==> src/rtl/sram_arbiter_if.sv <==
// Bus bundle between sram_arbiter, its two requesters and the 64x8 scratch SRAM.
// The slave modport is the arbiter's view; master is the requester/SRAM side.
interface sram_arbiter_if #(
  parameter int unsigned ADDR_W = 6,
  parameter int unsigned DATA_W = 8
) ();

  logic              a_req;
  logic              a_we;
  logic [ADDR_W-1:0] a_addr;
  logic [DATA_W-1:0] a_wdata;
  logic              a_gnt;
  logic              a_ack;

  logic              b_req;
  logic              b_we;
  logic [ADDR_W-1:0] b_addr;
  logic [DATA_W-1:0] b_wdata;
  logic              b_gnt;
  logic              b_ack;

  logic [DATA_W-1:0] rdata;
  logic              busy;

  logic [ADDR_W-1:0] sram_addr;
  logic [DATA_W-1:0] sram_in;
  logic [DATA_W-1:0] sram_out;
  logic              sram_gwe;

  modport slave (
    input  a_req, a_we, a_addr, a_wdata,
    input  b_req, b_we, b_addr, b_wdata,
    input  sram_out,
    output a_gnt, a_ack, b_gnt, b_ack,
    output rdata, busy,
    output sram_addr, sram_in, sram_gwe
  );

  modport master (
    output a_req, a_we, a_addr, a_wdata,
    output b_req, b_we, b_addr, b_wdata,
    output sram_out,
    input  a_gnt, a_ack, b_gnt, b_ack,
    input  rdata, busy,
    input  sram_addr, sram_in, sram_gwe
  );

endinterface

==> src/rtl/sram_arbiter.sv <==
// Two-port req/gnt/ack arbiter owning the scratch SRAM pins; round-robin by default,
// strict port-A priority when SRAM_ARB_PRIO_EN is defined.
module sram_arbiter #(
  parameter int unsigned ADDR_W = 6,
  parameter int unsigned DATA_W = 8
) (
  input  logic          clk_i,
  input  logic          rst_i,
  sram_arbiter_if.slave bus
);

  typedef enum logic [1:0] {StIdle, StWr, StRd, StRdCap} state_e;

  state_e            state_q, state_d;
  logic              owner_q, owner_d;   // 1: port B owns the current access
  logic              a_gnt_q, a_gnt_d;
  logic              b_gnt_q, b_gnt_d;
  logic              a_ack_q, a_ack_d;
  logic              b_ack_q, b_ack_d;
  logic [ADDR_W-1:0] addr_q, addr_d;
  logic [DATA_W-1:0] wdata_q, wdata_d;
  logic [DATA_W-1:0] rdata_q, rdata_d;
  logic              pick_b;
  logic              win_we;

`ifdef SRAM_ARB_PRIO_EN
  always_comb begin
    pick_b = ~bus.a_req;
  end
`else
  logic last_q, last_d;

  // On a tie the port that did not win last time goes next.
  always_comb begin
    pick_b = bus.b_req & (~bus.a_req | ~last_q);
  end
`endif

  assign win_we = pick_b ? bus.b_we : bus.a_we;

  always_comb begin
    state_d = state_q;
    owner_d = owner_q;
    a_gnt_d = 1'b0;
    b_gnt_d = 1'b0;
    a_ack_d = 1'b0;
    b_ack_d = 1'b0;
    addr_d  = addr_q;
    wdata_d = wdata_q;
    rdata_d = rdata_q;
`ifndef SRAM_ARB_PRIO_EN
    last_d  = last_q;
`endif

    unique case (state_q)
      StIdle: begin
        if (bus.a_req || bus.b_req) begin
          owner_d = pick_b;
          a_gnt_d = ~pick_b;
          b_gnt_d = pick_b;
          addr_d  = pick_b ? bus.b_addr : bus.a_addr;
          wdata_d = pick_b ? bus.b_wdata : bus.a_wdata;
          state_d = win_we ? StWr : StRd;
`ifndef SRAM_ARB_PRIO_EN
          last_d  = pick_b;
`endif
        end
      end
      StWr: begin
        a_ack_d = ~owner_q;
        b_ack_d = owner_q;
        state_d = StIdle;
      end
      StRd: begin
        // SRAM registers the address on this edge; data appears next cycle.
        state_d = StRdCap;
      end
      StRdCap: begin
        rdata_d = bus.sram_out;
        a_ack_d = ~owner_q;
        b_ack_d = owner_q;
        state_d = StIdle;
      end
      default: begin
        state_d = StIdle;
      end
    endcase
  end

  always_ff @(posedge clk_i or posedge rst_i) begin
    if (rst_i) begin
      state_q <= StIdle;
      owner_q <= 1'b0;
      a_gnt_q <= 1'b0;
      b_gnt_q <= 1'b0;
      a_ack_q <= 1'b0;
      b_ack_q <= 1'b0;
      addr_q  <= '0;
      wdata_q <= '0;
      rdata_q <= '0;
`ifndef SRAM_ARB_PRIO_EN
      last_q  <= 1'b1;
`endif
    end else begin
      state_q <= state_d;
      owner_q <= owner_d;
      a_gnt_q <= a_gnt_d;
      b_gnt_q <= b_gnt_d;
      a_ack_q <= a_ack_d;
      b_ack_q <= b_ack_d;
      addr_q  <= addr_d;
      wdata_q <= wdata_d;
      rdata_q <= rdata_d;
`ifndef SRAM_ARB_PRIO_EN
      last_q  <= last_d;
`endif
    end
  end

  assign bus.a_gnt     = a_gnt_q;
  assign bus.b_gnt     = b_gnt_q;
  assign bus.a_ack     = a_ack_q;
  assign bus.b_ack     = b_ack_q;
  assign bus.rdata     = rdata_q;
  assign bus.busy      = (state_q != StIdle);
  assign bus.sram_addr = addr_q;
  assign bus.sram_in   = wdata_q;
  // Decoded straight from state so reset removes the strobe without a clock edge.
  assign bus.sram_gwe  = (state_q == StWr);

  a_gnt_excl: assert property (@(posedge clk_i) disable iff (rst_i) !(a_gnt_q && b_gnt_q));
  a_ack_excl: assert property (@(posedge clk_i) disable iff (rst_i) !(a_ack_q && b_ack_q));
  a_gnt_ack:  assert property (@(posedge clk_i) disable iff (rst_i)
                               !((a_gnt_q && a_ack_q) || (b_gnt_q && b_ack_q)));

endmodule

==> src/flat_wrapper.sv <==
// flat-port wrapper written by rule: the top's interface ports become plain ports
module sram_arbiter_flat 
#(
  parameter int unsigned ADDR_W = 6,
  parameter int unsigned DATA_W = 8
)
  (clk_i, rst_i, bus_a_req, bus_a_we, bus_a_addr, bus_a_wdata, bus_b_req, bus_b_we, bus_b_addr, bus_b_wdata, bus_sram_out, bus_a_gnt, bus_a_ack, bus_b_gnt, bus_b_ack, bus_rdata, bus_busy, bus_sram_addr, bus_sram_in, bus_sram_gwe);
  sram_arbiter_if #(.ADDR_W(ADDR_W), .DATA_W(DATA_W)) bus_i ();
  input  logic clk_i;
  input  logic rst_i;
  input wire logic [$bits(bus_i.a_req)-1:0] bus_a_req;
  input wire logic [$bits(bus_i.a_we)-1:0] bus_a_we;
  input wire logic [$bits(bus_i.a_addr)-1:0] bus_a_addr;
  input wire logic [$bits(bus_i.a_wdata)-1:0] bus_a_wdata;
  input wire logic [$bits(bus_i.b_req)-1:0] bus_b_req;
  input wire logic [$bits(bus_i.b_we)-1:0] bus_b_we;
  input wire logic [$bits(bus_i.b_addr)-1:0] bus_b_addr;
  input wire logic [$bits(bus_i.b_wdata)-1:0] bus_b_wdata;
  input wire logic [$bits(bus_i.sram_out)-1:0] bus_sram_out;
  output wire logic [$bits(bus_i.a_gnt)-1:0] bus_a_gnt;
  output wire logic [$bits(bus_i.a_ack)-1:0] bus_a_ack;
  output wire logic [$bits(bus_i.b_gnt)-1:0] bus_b_gnt;
  output wire logic [$bits(bus_i.b_ack)-1:0] bus_b_ack;
  output wire logic [$bits(bus_i.rdata)-1:0] bus_rdata;
  output wire logic [$bits(bus_i.busy)-1:0] bus_busy;
  output wire logic [$bits(bus_i.sram_addr)-1:0] bus_sram_addr;
  output wire logic [$bits(bus_i.sram_in)-1:0] bus_sram_in;
  output wire logic [$bits(bus_i.sram_gwe)-1:0] bus_sram_gwe;
  assign bus_i.a_req = bus_a_req;
  assign bus_i.a_we = bus_a_we;
  assign bus_i.a_addr = bus_a_addr;
  assign bus_i.a_wdata = bus_a_wdata;
  assign bus_i.b_req = bus_b_req;
  assign bus_i.b_we = bus_b_we;
  assign bus_i.b_addr = bus_b_addr;
  assign bus_i.b_wdata = bus_b_wdata;
  assign bus_i.sram_out = bus_sram_out;
  assign bus_a_gnt = bus_i.a_gnt;
  assign bus_a_ack = bus_i.a_ack;
  assign bus_b_gnt = bus_i.b_gnt;
  assign bus_b_ack = bus_i.b_ack;
  assign bus_rdata = bus_i.rdata;
  assign bus_busy = bus_i.busy;
  assign bus_sram_addr = bus_i.sram_addr;
  assign bus_sram_in = bus_i.sram_in;
  assign bus_sram_gwe = bus_i.sram_gwe;
  sram_arbiter #(.ADDR_W(ADDR_W), .DATA_W(DATA_W)) u_core (.clk_i(clk_i), .rst_i(rst_i), .bus(bus_i));
endmodule
==> config.mk <==
export PLATFORM = sky130hd
export DESIGN_NAME = sram_arbiter_flat
export DESIGN_NICKNAME = d
export VERILOG_FILES = /design/src/rtl/sram_arbiter_if.sv /design/src/rtl/sram_arbiter.sv /design/src/flat_wrapper.sv
export SDC_FILE = /design/constraint.sdc
export NUM_CORES = 1
export LEC_CHECK = 0
export ABC_AREA = 1
export CAP_MARGIN = 20
export CORE_MARGIN = 3
export CORE_UTILIZATION = 40
export CTS_CLUSTER_SIZE = 28
export DETAILED_ROUTE_END_ITERATION = 7
export PLACE_DENSITY_LB_ADDON = 0.08
export SYNTH_ARGS = -nofsm -noshare
export SYNTH_HDL_FRONTEND = slang
export SYNTH_SLANG_ARGS = --single-unit
export TNS_END_PERCENT = 100
==> constraint.sdc <==
create_clock -name clk_i -period 1.6 [get_ports clk_i]
set_clock_uncertainty 0.05 [all_clocks]
set_input_delay 0.32 -clock clk_i [delete_from_list [all_inputs] [get_ports clk_i]]
set_output_delay 0.32 -clock clk_i [all_outputs]
set_load 0.005 [all_outputs]
==> results of run 1 <==
## sequential cells by signal, summed over array words and instances, names as in the netlist
name	count
u_core.bus.rdata	8
u_core.bus.sram_in	8
u_core.bus.sram_addr	6
u_core.state_q	2
u_core.bus.a_ack	1
u_core.bus.a_gnt	1
u_core.bus.b_ack	1
u_core.bus.b_gnt	1
u_core.last_q	1
u_core.owner_q	1
## logic make-up (layout without fill, tap and decap cells)
family,Yosys count,in the layout
simple gates,119,119
compound gates,1,1
buf+inv,26,112
flops,30,30
## cell type report
type | count | share of cell area [%]
multi-input cells | 120 | 24.0
flip-flops and latches | 30 | 31.8
well taps | 46 | 2.44
clock buffers | 7 | 2.33
inverters | 18 | 2.97
repair buffers | 86 | 36.2
clock inverters | 1 | 0.212
## layout by cell type, fill, tap and decap left out
master            n
nand2_1          74
clkdlybuf4s50_1  55
dfrtp_1          29
nand3_1          24
inv_1            16
buf_4            16
nand3b_1         12
dlymetal6s2s_1   12
clkbuf_4          5
nor2_1            4
nand2_2           2
nand2_4           1
nor2_4            1
inv_2             1
nor2_8            1
inv_4             1
a21oi_2           1
clkbuf_8          1
clkbuf_1          1
clkinv_2          1
clkbuf_2          1
dlygate4sd2_1     1
buf_12            1
dfstp_2           1
## through the flow
stage | setup WS, ns | total power [mW] | std cells | area [µm²] | hold WS (ns)
after global routing | -0.00760 | 3.99 | 308 | 2360 | 0.268
after CTS | 0.0107 | 3.66 | 303 | 2300 | 0.277
after detailed placement | -0.0490 | 3.16 | 293 | 2220 | 0.400
after floorplan | 0.461 | 2.18 | 176 | 1450 | 0.360
final | 0.0431 | 3.66 | 308 | 2360 | 0.285
after global placement | -0.0239 | 3.14 | 293 | 2220 | 0.404
## worst register-to-register path, delay by kind of cell, from the launching register on
kind                   cells  cell delay [ns]
and+or+nand+nor            4             0.40
buffers and inverters      4             0.49
DFF                        1             0.38
## timing repair
| item | in CTS | in global routing |
|---|---|---|
| hold endpoints to repair | 0 | 0 |
| hold buffers | 0 | 0 |
| gates resized for setup | 2 | 14 |
| endpoints found under the setup margin | 2 | 14 |
| setup buffers | 2 | 5 |
## power breakdown
group | switching, mW | internal, mW | total [mW]
Combinational | 0.849 | 1.03 | 1.88
Sequential | 0.188 | 1.13 | 1.32
Clock | 0.252 | 0.213 | 0.465
Total | 1.29 | 2.38 | 3.66
## worst paths after layout
check | from | end
max reg2reg | u_core.state_q[1] | u_core.bus.sram_in[5]
min in group clk_i | u_core.owner_q | u_core.bus.a_ack
max in group asynchronous | rst_i | u_core.last_q
min reg2reg | u_core.owner_q | u_core.bus.a_ack
min | rst_i | u_core.bus.a_gnt
max | u_core.bus.sram_in[1] | bus_sram_in[1]
## per-layer routing
layer / up-vias / wire [µm]
met5: - / 0
met1: 636 / 1600
li1: 720 / -
met3: 6 / 211
met4: 0 / 55
met2: 44 / 1900
==> summary.txt, run 1 <==
Critical path
  – CP required: 1.23 ns
  – Crit path buffers/inverters: 1
  – R2r worst-path depth: 8
  – Worst path top cell family by delay: buffers and inverters
  – CP max-delay cell: clkdlybuf4s50_1
  – Crit path cell chain: clkdlybuf4s50_1
  – Crit Path Class: flop to output port
  – Setup crit end kind: output port
  – Critical Path Start Type: flop
  – Max FO, Critical Path: 2
  – R2r setup slk: 0.17 ns
  – Largest stage delay on the critical path: 0.51 ns
  – Arr. time, crit path: 1.19 ns
  – Crit path depth: 1

Timing
  – Max Transition Viols Final: 0
  – Hold Fails Final Rpt: 0
  – Final setup viols: 0
  – Max Fclk: 642 MHz
  – Final min period: 1.56 ns
  – Setup TNS: 0 ns
  – Max_slew headroom: 82.3%
  – Worst-margin pin slew: 0.264 ns
  – Part of the cycle the worst path needs: 97.3%

Finish
  – Syn-to-layout area delta: 62.7%
  – Util after Layout: 69.1%
  – Area of the multi-input gates: 567 µm²
  – Ratio of cells with drive above 1 in the final layout: 13.0%
  – Total Nets Final: 303
  – Fillers: 304
  – FF/Latch Area: 752 µm²
  – Ant diodes: 0

Yosys
  – Synth Area in Adders: 0%
  – Post-synth EDFFs: 0
  – Post-synthesis compound-gate area fraction: 0.603%
  – Syn Area/Cell: 8.25 µm²
  – Cell count after synthesis: 176
  – Leading area contributor after synthesis: dfrtp_1
  – Seq cells post-synth: 30
  – Most frequent cells after synthesis: 74 x nand2_1, 29 x dfrtp_1, 24 x nand3_1, 16 x inv_1, 12 x nand3b_1
  – Post-synth top area share: 50.0%
  – Yosys cell types: 18
  – Mapped Area: 0.00145 mm²
  – Largest family of logic cells by synthesized area: simple AND/OR/NAND/NOR gates
  – Yosys warnings: 0
  – Syn Nets: 218
  – Register area share after synthesis: 51.8%
  – Post-Synth Simple-Gate Area: 38.4%
  – Xor/xnor cell area share of the yosys netlist: 0%
  – Primary FF master, synth: dfrtp_1
  – Count leader, synth: nand2_1
  – FFs w/ async S/R, synth: 100%
  – Fraction of synthesized area in multiplexers: 0%
  – Area contributors post-synth: dfrtp_1 50%, nand2_1 19%, nand3_1 8.3%

Die
  – Die X: 66.2 µm
  – Die height: 66.2 µm
  – Core Box Area: 0.00342 mm²
  – Die area: 0.00439 mm²
  – Initial Util: 42.5%
  – Ports: 70
  – Rows: 21

Power and ir drop
  – LEAKAGE: 1.32 nW
  – VDD IR max: 865 µV
  – Power per Cell Area: 1550 mW/mm²

Global route
  – Met3 usage: 4.25%
  – First-pass GRT wire length: 6090 µm
  – Met2 GRT Util: 29.6%
  – M1 GR Usage: 22.9%
  – Initial antenna violation count: 0
  – Gr usage total: 18.1%
  – GRT Residual Overflow: 0
  – Busiest grt layer: met2
  – Largest net degree at the start of global routing: 31
  – Number of global-route vias before repair: 1388

Route
  – Avg WL per Cell: 12.2 µm
  – Via density: 4.56
  – Via count: 1406
  – DRC viols: 0
  – Drt first pass iters: 4
  – Final WL: 3770 µm
  – Antenna Nets Post-Route: 0
  – Iter 0 DRT Violations: 67

Clock network
  – Clock sink count: 30
  – H-tree levels: 2
  – Number of buffers created by CTS: 5
  – CTS tree: done
  – Clk Latency, worst-skew pair: 0.31 ns
  – CTS max path bufs: 2
  – Clock transition at path regs: 0.10 ns
  – Root Driver: clkbuf_4

Placed design
  – Port bufs: 69
  – DPL Wire Length: 2670 µm
  – Final RePlAce weighted congestion: 0.727

Hold path
  – HP Class: input pin to async pin

Job
  – MaxCap Viol Count: 0

Run status
  – Status: complete, no violations
(Power assumes the default switching activity.)
==> inputs of run 2 (changes only) <==
Settings changed: CAP_MARGIN 20 to not set, MAX_ROUTING_LAYER set to met4, PLACE_DENSITY_LB_ADDON 0.08 to 0.1.
==> run 2 against run 1 <==
- maximum frequency increased by 0.70%
- utilization increased by 0.84 points
- non-clock buffer count up 1
- sequential cell count unchanged
- sequential share of layout area down 0.38 points
- wire length down 1.7%
- setup slack improved by 0.011 ns
- largest power group unchanged
- highest routed layer unchanged
==> summary.txt, run 2 (synthesis gave the netlist of run 1 again) <==
Timing
  – Max Transition Viols Final: 0 (unchanged)
  – Hold Fails Final Rpt: 0 (unchanged)
  – Final setup viols: 0 (unchanged)
  – Final min period: 1.55 ns (-0.0108 ns)
  – Setup TNS: 0 ns (unchanged)
  – Final hold slack: 0.282 ns (-0.00335 ns)
  – RSZ-0062 raised after global routing: no
  – Part of the cycle the worst path needs: 96.6% (-0.67 points)
  – Max Fclk: 647 MHz (+0.70%)
  – Max_slew headroom: 83.2% (+0.92 points)
  – Worst-margin pin slew: 0.251 ns (-0.0138 ns)

Route
  – Final WL: 3700 µm (-1.7%)
  – WL met2: 1690 µm (-11%)
  – Via density: 4.50 (-1.5%)
  – Met1 wire length: 1720 µm (+7.4%)
  – Iter 0 DRT Violations: 110 (+64%)
  – Avg WL per Cell: 12.0 µm (-2.0%)
  – Top routing layer in use: met4
  – Met3 routed WL: 258 µm (+22%)
  – Via count: 1390 (-1.1%)
  – Drt first pass iters: 4 (unchanged)
  – DRC viols: 0 (unchanged)
  – Antenna Nets Post-Route: 0 (unchanged)

Critical path
  – Setup crit end kind: output port
  – Crit Path Class: flop to output port
  – R2r setup slk: 0.26 ns (+0.09 ns)
  – Arr. time, crit path: 1.18 ns (about the same)
  – Max FO, Critical Path: 2 (unchanged)
  – Largest stage delay on the critical path: 0.50 ns (about the same)
  – Crit path cell chain: clkdlybuf4s50_1
  – Worst path top cell family by delay: buffers and inverters
  – Reg2reg start: u_core.state_q[0]
  – RR Endpoint: u_core.bus.sram_in[0]
  – R2r worst-path depth: 7 (-1)
  – Critical Path Start Type: flop
  – CP max-delay cell: clkdlybuf4s50_1
  – Crit path buffers/inverters: 1 (unchanged)
  – CP required: 1.23 ns (about the same)

Finish
  – Ratio of cells with drive above 1 in the final layout: 12.9% (-0.049 points)
  – Syn-to-layout area delta: 64.7%
  – Non-filler cells, final: 309 (+0.32%)
  – Util after Layout: 70.0% (+0.84 points)
  – Most frequent cells in the layout: 74 x nand2_1, 49 x clkdlybuf4s50_1, 29 x dfrtp_1
  – Area of the multi-input gates: 569 µm² (+0.44%)
  – Final Cell Area: 0.00239 mm² (+1.2%)
  – Total Nets Final: 304 (+0.33%)
  – FF/Latch Area: 752 µm² (unchanged)
  – Leading cell type in the layout, fill and taps excluded: nand2_1
  – Ant diodes: 0 (unchanged)
  – Fillers: 291 (-4.3%)

Die
  – Initial Util: 42.5% (unchanged)
  – Core Box Area: 0.00342 mm² (unchanged)
  – Ports: 70 (unchanged)
  – Die area: 0.00439 mm² (unchanged)
  – Die height: 66.2 µm (unchanged)
  – Rows: 21 (unchanged)
  – Die X: 66.2 µm (unchanged)

Placed design
  – DP Area: 0.00222 mm² (-0.34%)
  – Port bufs: 69 (unchanged)
  – Placed Cells: 292 (-0.34%)
  – DPL Wire Length: 2670 µm (about the same)
  – Final RePlAce weighted congestion: 0.793 (+9.1%)

Global route
  – First-pass GRT wire length: 6300 µm (+3.5%)
  – Largest net degree at the start of global routing: 31 (unchanged)
  – GRT Residual Overflow: 0 (unchanged)
  – Gr usage total: 19.4% (+1.4 points)
  – Initial antenna violation count: 0 (unchanged)
  – Number of global-route vias before repair: 1374 (-1.0%)

Job
  – MaxCap Viol Count: 0 (unchanged)

Clock network
  – H-tree levels: 2 (unchanged)
  – Clk Latency, worst-skew pair: 0.32 ns (about the same)
  – CTS max path bufs: 2 (unchanged)
  – Clock sink count: 30 (unchanged)
  – Root Driver: clkbuf_4
  – Number of buffers created by CTS: 5 (unchanged)
  – Clock transition at path regs: 0.09 ns (about the same)
  – CTS tree: done
  – CTS Hold Buffers Added: 0 (unchanged)

Hold path
  – HP Class: input pin to async pin

Power and ir drop
  – VDD IR max: 907 µV (+4.8%)
  – Power per Cell Area: 1530 mW/mm² (-1.3%)
  – LEAKAGE: 1.39 nW (+5.2%)

Run status
  – Status: complete, no violations
-- run 2: cell type report --
type / count / area share, %
Multi-Input combinational cell: 120 / 23.8
Tap cell: 46 / 2.41
Sequential cell: 30 / 31.5
Inverter: 18 / 2.93
Timing Repair Buffer: 87 / 36.9
Clock buffer: 8 / 2.46
-- run 2: routing by layer --
| metal | vias to the layer above | track usage, % |
|---|---|---|
| met5 | - | - |
| met4 | 0 | 5.33 |
| met3 | 4 | 6.12 |
| met2 | 48 | 29.2 |
| met1 | 618 | 25.3 |
| li1 | 720 | - |
-- run 2: what timing repair did --
action / 4_1_cts / 5_1_grt
buffers inserted: 2 / 7
setup endpoints to repair: 3 / 20
resized for setup: 2 / 20
-- run 2: through the flow --
step                      power (mW)  worst slack [ns]
after floorplan                 2.18             0.461
after global routing            4.02          0.000313
after CTS                       3.66           0.00166
after detailed placement        3.16           -0.0704
after global placement          3.14           -0.0567
final                           3.66            0.0538
-- run 2: how the worst max path moves through the flow --
stage                          startpoint                      end  depth (start not counted)
global placement                bus_b_req  u_core.bus.sram_addr[1]                          6
detailed placement              bus_a_req    u_core.bus.sram_in[0]                          6
global route            u_core.state_q[1]             bus_sram_gwe                          3
finish              u_core.bus.sram_in[1]           bus_sram_in[1]                          1
CTS                   u_core.bus.rdata[2]             bus_rdata[2]                          1
floorplan                   u_core.last_q  u_core.bus.sram_addr[0]                          6
-- run 2: worst min-delay path, cell delays in order --
cell             delay (ns)
clkdlybuf4s50_1        0.40
inv_1                  0.10
buf_12                 0.21
-- run 2: power by group --
group	internal (mW)	switching (mW)
Sequential	1.13	0.169
Clock	0.217	0.249
Combinational	1.05	0.846
==> inputs of run 3 (changes only) <==
Settings changed: CORE_ASPECT_RATIO set to 1.25, CORE_UTILIZATION 40 to 35.
==> run 3 against run 2 <==
- maximum frequency is 1.8% higher
- sequential power about the same
- register-to-register slack better by 0.07 ns
- total power increased by 6.6%
- combinational power about the same
- die area rose by 13%
- clock power up 51%
- wire length is 6.5% lower
- first-iteration DRC count down 74%
- utilization fell by 8.7 points
- sequential cell count is the same
- critical path type unchanged
- largest cell class unchanged
==> summary.txt, run 3 (synthesis gave the netlist of run 1 again) <==
Critical path
  – Setup crit end kind: output port
  – Largest stage delay on the critical path: 0.51 ns (about the same)
  – CP required: 1.23 ns (about the same)
  – Crit path buffers/inverters: 1 (unchanged)
  – Crit Path Class: flop to output port
  – CP max-delay cell: clkdlybuf4s50_1
  – Worst path top cell family by delay: buffers and inverters
  – Crit path cell chain: clkdlybuf4s50_1
  – Max FO, Critical Path: 2 (unchanged)
  – Critical Path Start Type: flop
  – Arr. time, crit path: 1.15 ns (-0.03 ns)

Timing
  – Final setup viols: 0 (unchanged)
  – Max Fclk: 658 MHz (+1.8%)
  – Hold Fails Final Rpt: 0 (unchanged)
  – Part of the cycle the worst path needs: 95.0% (-1.7 points)
  – Fin worst setup slack: 0.0808 ns (+0.0269 ns)
  – RSZ-0062 raised after global routing: no
  – Worst-margin pin slew: 0.274 ns (+0.0233 ns)
  – Final min period: 1.52 ns (-0.0269 ns)
  – Setup TNS: 0 ns (unchanged)
  – Max_slew headroom: 81.7% (-1.6 points)
  – Max Transition Viols Final: 0 (unchanged)
  – Final hold slack: 0.337 ns (+0.0546 ns)

Finish
  – Ant diodes: 0 (unchanged)
  – Area of the multi-input gates: 567 µm² (-0.44%)
  – Fillers: 381 (+31%)
  – Leading cell type in the layout, fill and taps excluded: nand2_1
  – Most frequent cells in the layout: 74 x nand2_1, 67 x clkdlybuf4s50_1, 29 x dfrtp_1
  – Ratio of cells with drive above 1 in the final layout: 11.6% (-1.3 points)
  – Syn-to-layout area delta: 63.8%
  – Total Nets Final: 299 (-1.6%)
  – FF/Latch Area: 752 µm² (unchanged)

Power and ir drop
  – VDD IR max: 692 µV (-24%)
  – LEAKAGE: 1.19 nW (-14%)
  – Power per Cell Area: 1640 mW/mm² (+7.2%)
  – PnR Total Power: 3.90 mW (+6.6%)

Route
  – DRC viols: 0 (unchanged)
  – Via count: 1363 (-1.9%)
  – Final WL: 3460 µm (-6.5%)
  – Via density: 4.37 (-2.9%)
  – Drt first pass iters: 4 (unchanged)
  – Avg WL per Cell: 11.1 µm (-7.4%)
  – Iter 0 DRT Violations: 29 (-74%)
  – Antenna Nets Post-Route: 0 (unchanged)

Placed design
  – Final RePlAce weighted congestion: 0.732 (-7.7%)
  – DPL Wire Length: 2650 µm (-0.66%)
  – Port bufs: 69 (unchanged)
  – Pre-CTS setup slack: -0.0314 ns (+0.0389 ns)

Global route
  – Initial antenna violation count: 0 (unchanged)
  – Largest net degree at the start of global routing: 31 (unchanged)
  – Gr usage total: 15.4% (-4.0 points)
  – GRT Residual Overflow: 0 (unchanged)
  – First-pass GRT wire length: 5930 µm (-5.8%)
  – Number of global-route vias before repair: 1358 (-1.2%)

Die
  – Core Box Area: 0.00388 mm² (+14%)
  – Die X: 63.6 µm (-4.0%)
  – Initial Util: 37.4% (-5.1 points)
  – Die height: 78.0 µm (+18%)
  – Ports: 70 (unchanged)
  – Rows: 25 (+19%)
  – Die area: 0.00496 mm² (+13%)

Clock network
  – CTS tree: done
  – Clock sink count: 30 (unchanged)
  – Clk Latency, worst-skew pair: 0.27 ns (-0.05 ns)
  – CTS max path bufs: 2 (unchanged)
  – Clock transition at path regs: 0.06 ns (-0.03 ns)
  – Number of buffers created by CTS: 5 (unchanged)
  – CTS Hold Buffers Added: 0 (unchanged)
  – H-tree levels: 2 (unchanged)
  – Root Driver: clkbuf_8

Hold path
  – HP Class: input pin to async pin

Job
  – MaxCap Viol Count: 0 (unchanged)

Run status
  – Status: complete, no violations
[run 3: changes by cell type in the layout (fill, tap and decap cells not counted), sizes merged]
cell           change
dlymetal6s2s      -18
clkdlybuf4s50     +18
clkdlybuf4s15      -1
buf                -5
dlygate4sd2        +1
[run 3: path summary, 6_finish.rpt]
check / from / to / slack, ns / cells past startpoint
setup reg to reg: u_core.state_q[1] / u_core.bus.rdata[6] / 0.33 / 6
hold / removal: rst_i / u_core.bus.rdata[5] / 0.34 / 3
max in group asynchronous: rst_i / u_core.last_q / 0.93 / 3
setup / recovery: u_core.bus.sram_addr[5] / bus_sram_addr[5] / 0.08 / 1
hold reg to reg: u_core.owner_q / u_core.bus.a_ack / 0.42 / 1
min in group clk_i: u_core.owner_q / u_core.bus.a_ack / 0.42 / 1
[run 3: what timing repair did]
action | CTS | global route
endpoints found under the setup margin | 2 | 0
setup buffers | 2 | 0
gates resized for setup | 2 | 0
[run 3: layout make-up]
cell class / count / share of cell area [%]
sequential: 30 / 31.6
clock buffer: 8 / 4.63
multi-input combinational: 120 / 23.8
inverter: 18 / 2.95
timing repair buffer: 82 / 34.1
tap: 54 / 2.84
[run 3: where the power goes]
group / leakage [nW] / switching (mW) / internal [mW]
Combinational: 0.764 / 0.814 / 1.06
Clock: 0.0575 / 0.269 / 0.434
Sequential: 0.369 / 0.189 / 1.14
Total: 1.19 / 1.27 / 2.63
[run 3: per-layer routing]
layer | part of all wire (%) | GRT usage (%) | wire length (µm)
met3 | 6.7 | 3.18 | 233
met2 | 50 | 27.1 | 1750
met5 | 0 | - | 0
met4 | 1.7 | 6.48 | 58
met1 | 41 | 16.7 | 1420
[run 3: per-stage QoR]
| step | instance area (µm²) | utilization [%] | instances |
|---|---|---|---|
| 6_report | 2380 | 61.3 | 312 |
| 3_5_place_dp | 2250 | 58.1 | 302 |
| 2_1_floorplan | 1450 | - | 176 |
| 3_3_place_gp | 2250 | 58.1 | 302 |
| 4_1_cts | 2380 | 61.3 | 312 |
| 5_1_grt | 2380 | 61.3 | 312 |
==> variant (settings of run 1) <==
Add a define of `SRAM_ARB_PRIO_EN`.
--- a/src/rtl/sram_arbiter.sv
+++ b/src/rtl/sram_arbiter.sv
@@ -1,5 +1,7 @@
 // Two-port req/gnt/ack arbiter owning the scratch SRAM pins; round-robin by default,
 // strict port-A priority when SRAM_ARB_PRIO_EN is defined.
+`define SRAM_ARB_PRIO_EN
+
 module sram_arbiter #(
   parameter int unsigned ADDR_W = 6,
   parameter int unsigned DATA_W = 8
Behaviour: not the same (a bounded check fails within 4 cycles, from zero or initial values and one cycle with rst_i high).
==> variant against run 1 <==
  * Hold slack better by 0.0043 ns
  * Cell area down 4.8%
  * Die area is 7.4% lower
  * Sequential cell count fell by 1
  * Global-route usage is 0.40 points higher
  * Largest power group unchanged
  * Critical path type unchanged
  * Power decreased by 7.1%
  * Synthesized area fell by 8.1%
  * Sequential power fell by 6%
  * Critical endpoint is now bus_rdata[2]
  * Utilization up 2.7 points
  * Fmax shrank 0.25%
  * Setup slack lost 0.0040 ns
  * Wire length fell by 7.8%
==> variant: results (changes against run 1) <==
Status: completed
Largest net degree at the start of global routing: 30 (-3.2%)
FF-to-FF Start: u_core.state_q[1]
Initial DRC Count: 64 (-4.5%)
GR Util met3: 8.260% (+4.0 points)
Layout Cells excl Fill: 307 (-0.32%)
P_clk: 0.000412 W (-11%)
Dominant synthesized flop cell: dfrtp_1
Tcrit/Tclk final: 97.56% (+0.25 points)
Pre-CTS WS: -0.02772 ns (+0.02126 ns)
Post-Synth XOR/XNOR Area: 0% (unchanged)
Area after DPL: 2088 um^2 (-6.1%)
Met1 global-route usage: 21.84% (-1.1 points)
Clk pwr share: 12.1% (-0.6 points)
WL met2: 1695 um (-11%)
Worst hold slack: 0.2897 ns (+0.004268 ns)
CTS-repair resized insts: 4 (+2)
M1 wire length: 1456 um (-8.9%)
Layout cells sized above 1: 10.65% (-2.3 points)
Main combinational cell family by area after synthesis: simple AND/OR/NAND/NOR gates
Vias: 1373 (-2.3%)
Final weighted congestion in routability-driven placement: 0.7288 (+0.28%)
Nets: 304 (+0.33%)
Post-synthesis compound-gate area fraction: 1.032% (+0.43 points)
Synth top cells by count: 110 x nand2_1, 29 x dfrtp_1, 11 x nor2_1
Sequential share of the synthesized area: 54.41% (+2.6 points)
HPWL Detailed: 2498 um (-6.4%)
Flop2flop setup slack: 0.14 ns (-0.03 ns)
Net switching power: 0.001174 W (-8.9%)
Synth top area cells: dfrtp_1 54%, nand2_1 31%, nor2_1 3.1%
Measured slew at the worst slew-check pin: 0.3518 ns (+0.08735 ns)
Placed Cells: 289 (-1.4%)
Combinational cell fraction of total power: 51.6% (+0.4 points)
Worst setup startpoint: u_core.bus.rdata[2]
Post-synth cell types: 13 (-5)
Total GRT Usage: 18.47% (+0.40 points)
First-pass GRT wire length: 5664 um (-6.9%)
Clock Latency Late Sink: 0.33 ns (+0.02 ns)
Vias in the first global route: 1244 (-10%)
DR WL met3: 261 um (+24%)
DRT Wirelength: 3473 um (-7.8%)
Peak VDD IR: 1.044 mV (+21%)
Leakage: 1.362 nW (+3.4%)
variant: cell count changes in the layout (fill, tap and decap cells not counted), sizes merged, moves of 5 or more:
| cell | change |
|---|---|
| clkdlybuf4s50 | -6 |
| dlymetal6s2s | +5 |
| inv | -11 |
| nand2 | +34 |
| nand3 | -16 |
| nand3b | -12 |
| nor2 | +6 |
variant: area by class of cell:
class                           count  area (um^2)
Sequential cell                    29        725.7
Clock buffer                        8        48.80
Inverter                            7        26.28
Timing Repair Buffer               86        865.8
Fill cell                         277        880.8
Multi-Input combinational cell    133        525.5
Tap cell                           44        55.05
variant: worst paths after layout:
kind / end / cells past startpoint
worst max-delay path: bus_rdata[2] / 1
worst max register to register: u_core.bus.sram_addr[4] / 8
worst min-delay path: u_core.bus.rdata[3] / 3
min in group clk_i: u_core.bus.sram_in[7] / 2
worst min register to register: u_core.bus.sram_in[7] / 2
max in group asynchronous: u_core.bus.sram_addr[1] / 3
